--- src/rtl/fl_skid_reg.sv ---
// Two-slot registered skid stage with active-low FrameLink handshake.
module fl_skid_reg #(
    parameter int unsigned       WIDTH     = 8,
    parameter logic [WIDTH-1:0]  RESET_VAL = '0
) (
    input  logic             clk,
    input  logic             reset,
    input  logic [WIDTH-1:0] in_data,
    input  logic             in_src_rdy_n,
    output logic             in_dst_rdy_n,
    output logic [WIDTH-1:0] out_data,
    output logic             out_src_rdy_n,
    input  logic             out_dst_rdy_n
);

    logic             out_valid;
    logic             skid_valid;
    logic [WIDTH-1:0] skid_data;
    logic             in_xfer;
    logic             out_free;

    assign in_xfer       = !in_src_rdy_n && !in_dst_rdy_n;
    assign out_free      = !out_valid || !out_dst_rdy_n;
    assign out_src_rdy_n = !out_valid;

    // in_dst_rdy_n mirrors skid_valid, so an input transfer never meets a full skid slot.
    always_ff @(posedge clk) begin
        if (reset) begin
            out_valid    <= 1'b0;
            out_data     <= RESET_VAL;
            skid_valid   <= 1'b0;
            skid_data    <= '0;
            in_dst_rdy_n <= 1'b1;
        end else if (out_free) begin
            in_dst_rdy_n <= 1'b0;
            if (skid_valid) begin
                out_data   <= skid_data;
                out_valid  <= 1'b1;
                skid_valid <= 1'b0;
            end else if (in_xfer) begin
                out_data  <= in_data;
                out_valid <= 1'b1;
            end else begin
                out_valid <= 1'b0;
            end
        end else if (in_xfer) begin
            skid_data    <= in_data;
            skid_valid   <= 1'b1;
            in_dst_rdy_n <= 1'b1;
        end else begin
            in_dst_rdy_n <= skid_valid;
        end
    end

endmodule

--- config.mk ---
export PLATFORM = sky130hd
export DESIGN_NAME = fl_skid_reg
export DESIGN_NICKNAME = d
export VERILOG_FILES = /design/src/rtl/fl_skid_reg.sv
export SDC_FILE = /design/constraint.sdc
export NUM_CORES = 1
export LEC_CHECK = 0
export BUFFER_PORTS_ARGS = -buffer_cell sky130_fd_sc_hd__buf_2
export CAP_MARGIN = 20
export CORE_MARGIN = 4
export CORE_UTILIZATION = 42
export CTS_CLUSTER_DIAMETER = 150
export DETAILED_ROUTE_END_ITERATION = 7
export GPL_TIMING_DRIVEN = 0
export PLACE_DENSITY = 0.73
export SLEW_MARGIN = 20
export SYNTH_ARGS = -nofsm -noshare
export SYNTH_HDL_FRONTEND = slang
export SYNTH_SLANG_ARGS = --single-unit
export TNS_END_PERCENT = 30
--- constraint.sdc ---
create_clock -name clk -period 1.5 [get_ports clk]
set_input_delay 0.3 -clock clk [delete_from_list [all_inputs] [get_ports clk]]
set_output_delay 0.3 -clock clk [all_outputs]
set_load 0.02 [all_outputs]
==> summary.txt <==
Status
  – Status: completed

STA
  – RSZ-0062 raised after global routing: false
  – Min Tclk post-route: 1.21 ns
  – Setup TNS Final: 0 ns
  – Final worst-path cycle share: 80.5%
  – Final Slew Violations: 0
  – Skew final: 0.00316 ns
  – Final setup viols: 0
  – Fin worst setup slack: 0.293 ns
  – Worst Tran Pin Value: 0.461 ns
  – Fin. Hold Viols: 0
  – FMAX: 828 MHz
  – Slew margin rel.: 69.3%

Drt
  – DR vias/cell: 5.02
  – TritonRoute pass-1 iters: 4
  – DRT antenna net count: 0
  – Detailed Route WL: 1530 µm
  – Via Count: 613
  – # DRC: 0
  – WL/cell: 12.6 µm
  – Number of DRC markers in iteration 0: 4

Worst setup path
  – CP Launch Type: flip-flop
  – Critical path data arrival time: 0.91 ns
  – Crit-path max FO: 4
  – Setup Crit Path Kind: flip-flop to primary output
  – Critical Path RT: 1.20 ns
  – Worst Setup End Kind: primary output

Global route
  – Vias in the first global route: 597
  – Tot GR Track Use: 13.9%
  – First-pass GRT wire length: 2710 µm
  – Largest net degree at the start of global routing: 11
  – GRT overflow: 0
  – Initial antenna violation count: 0

Finish
  – Area Growth Syn to Fin: 19.7%
  – Most frequent cells in the layout: buf_2 (22), dfxtp_1 (19), mux2i_1 (16)
  – Commonest non-fill, non-tap cell in the layout: buf_2
  – Area of the multi-input gates: 378 µm²
  – Number of diodes: 0
  – # fillers: 190
  – Seq. cell area: 380 µm²
  – Layout cells sized above 1: 33.0%
  – Fin nets: 110

CTS
  – Clock insertion delay at the later pin of the skew report: 0.28 ns
  – CTS clock-pin slew for the worst setup and hold paths: 0.10 ns
  – Number of post-CTS setup repair buffers: 0
  – Hold Buf Count CTS: 0
  – CTS tree: yes
  – PostCTS Resize Cnt: 0
  – Clk root buf: clkbuf_4
  – Max clock buf depth: 2
  – CTS Buf Count: 3
  – Clock sink count: 19
  – H-tree depth: 1

Min path
  – Worst Hold Class: input pin to flip-flop

Power and ir drop
  – Overall Power: 0.000920 W
  – Leak: 0.363 nW
  – Comb power frac: 14.7%
  – Max VDD drop: 0.597 mV
  – Pint: 0.000684 W
  – Switching share of power: 25.6%
  – Psw: 0.000236 W
  – Sequential Power Share: 58.5%
  – Clock group share of total power: 26.8%
  – P per Cell Area: 962 nW/µm²

Flow run
  – Max cap viols: 0

Floorplan
  – Die X: 51.6 µm
  – Rows: 15
  – Die Area: 2660 µm²
  – Initial Utilization: 45.2%
  – Core Area: 1760 µm²
  – Die Span Y: 51.6 µm
  – Top Ports: 22

Logic synthesis
  – FF+latch count, synth: 19
  – Sequential share of the synthesized area: 47.6%
  – Synth warn: 0
  – Mapped Area: 798 µm²
  – Syn Inst Count: 73
  – Syn_area_per_cell: 10.9 µm²
  – Mapped Nets: 85
  – Synth cell types: 17

Placed design
  – RePlAce Congestion: 0.704
  – HPWL after detailed placement: 1140 µm
  – Port Buffers: 20
  – DP Worst Slack: 0.246 ns
==> final timing paths <==
kind | slack (ns) | cells past startpoint | to | start
worst max-delay path | 0.29 | 2 | out_src_rdy_n | out_valid
worst min-delay path | 0.26 | 3 | skid_data[0] | in_data[0]
worst max register to register | 0.32 | 4 | out_data[6] | skid_valid
worst min register to register | 0.51 | 2 | skid_data[7] | skid_data[7]
==> sequential cells by signal, indices dropped and copies added (netlist names) <==
register	flops
in_dst_rdy_n	1
out_data	8
out_valid	1
skid_data	8
skid_valid	1
==> cell families (layout without fill, tap and decap cells) <==
logic type | count (synthesis) | after routing | share of synthesized area (%)
AOI/OAI and AO/OA | 21 | 21 | 20.8
buffers and inverters | 6 | 30 | 5.01
DFF | 19 | 19 | 47.6
muxes | 16 | 16 | 20.1
and+or+nand+nor | 11 | 11 | 6.43
==> cell type report <==
class,count,area share (%)
Multi-Input combinational cell,48,39.5
Sequential cell,19,39.8
Tap cell,25,3.27
Timing Repair Buffer,20,10.5
Inverter,1,0.393
Buffer,5,3.80
Clock buffer,4,2.75
==> power by group through the flow <==
stage / Sequential [W] / Clock [W] / Combinational [W]
floorplan: 0.000571 / 0 / 0.0000653
global placement: 0.000549 / 0 / 0.000134
detailed placement: 0.000550 / 0 / 0.000137
CTS: 0.000539 / 0.000256 / 0.000137
global route: 0.000542 / 0.000289 / 0.000150
finish: 0.000538 / 0.000246 / 0.000135
==> worst max-delay path, stage by stage, from the launching register on <==
cell     delay, ns
dfxtp_1       0.42
inv_1         0.05
buf_2         0.15
==> cell usage after synthesis <==
master | number | area share (%)
dfxtp_1 | 19 | 48
mux2i_1 | 16 | 20
a21oi_1 | 9 | 5.6
nor2_1 | 8 | 3.8
a211oi_1 | 6 | 5.6
a211oi_2 | 2 | 3.1
buf_2 | 2 | 1.3
buf_6 | 2 | 2.8
a21oi_4 | 1 | 2.0
and4bb_1 | 1 | 1.6
clkbuf_1 | 1 | 0.47
inv_1 | 1 | 0.47
nand2_1 | 1 | 0.47
nor3_1 | 1 | 0.63
o21ba_4 | 1 | 2.0
o21bai_1 | 1 | 0.94
o21bai_2 | 1 | 1.4
==> per-layer routing <==
layer	share of wire (%)	global-route usage, %
met1	49	17.6
met2	44	21.8
met3	5.6	3.72
met4	0.65	6.55
met5	0	0
==> stage by stage <==
stage          utilization (%)  std cells  hold slack [ns]  area (µm²)
3_3_place_gp              52.7        118            0.473         930
3_5_place_dp              52.7        118            0.485         930
6_report                  54.2        122            0.261         956
4_1_cts                   54.2        122            0.253         956
2_1_floorplan                -         73            0.447         798
5_1_grt                   54.2        122            0.250         956
Power figures use the tool's default switching activity.
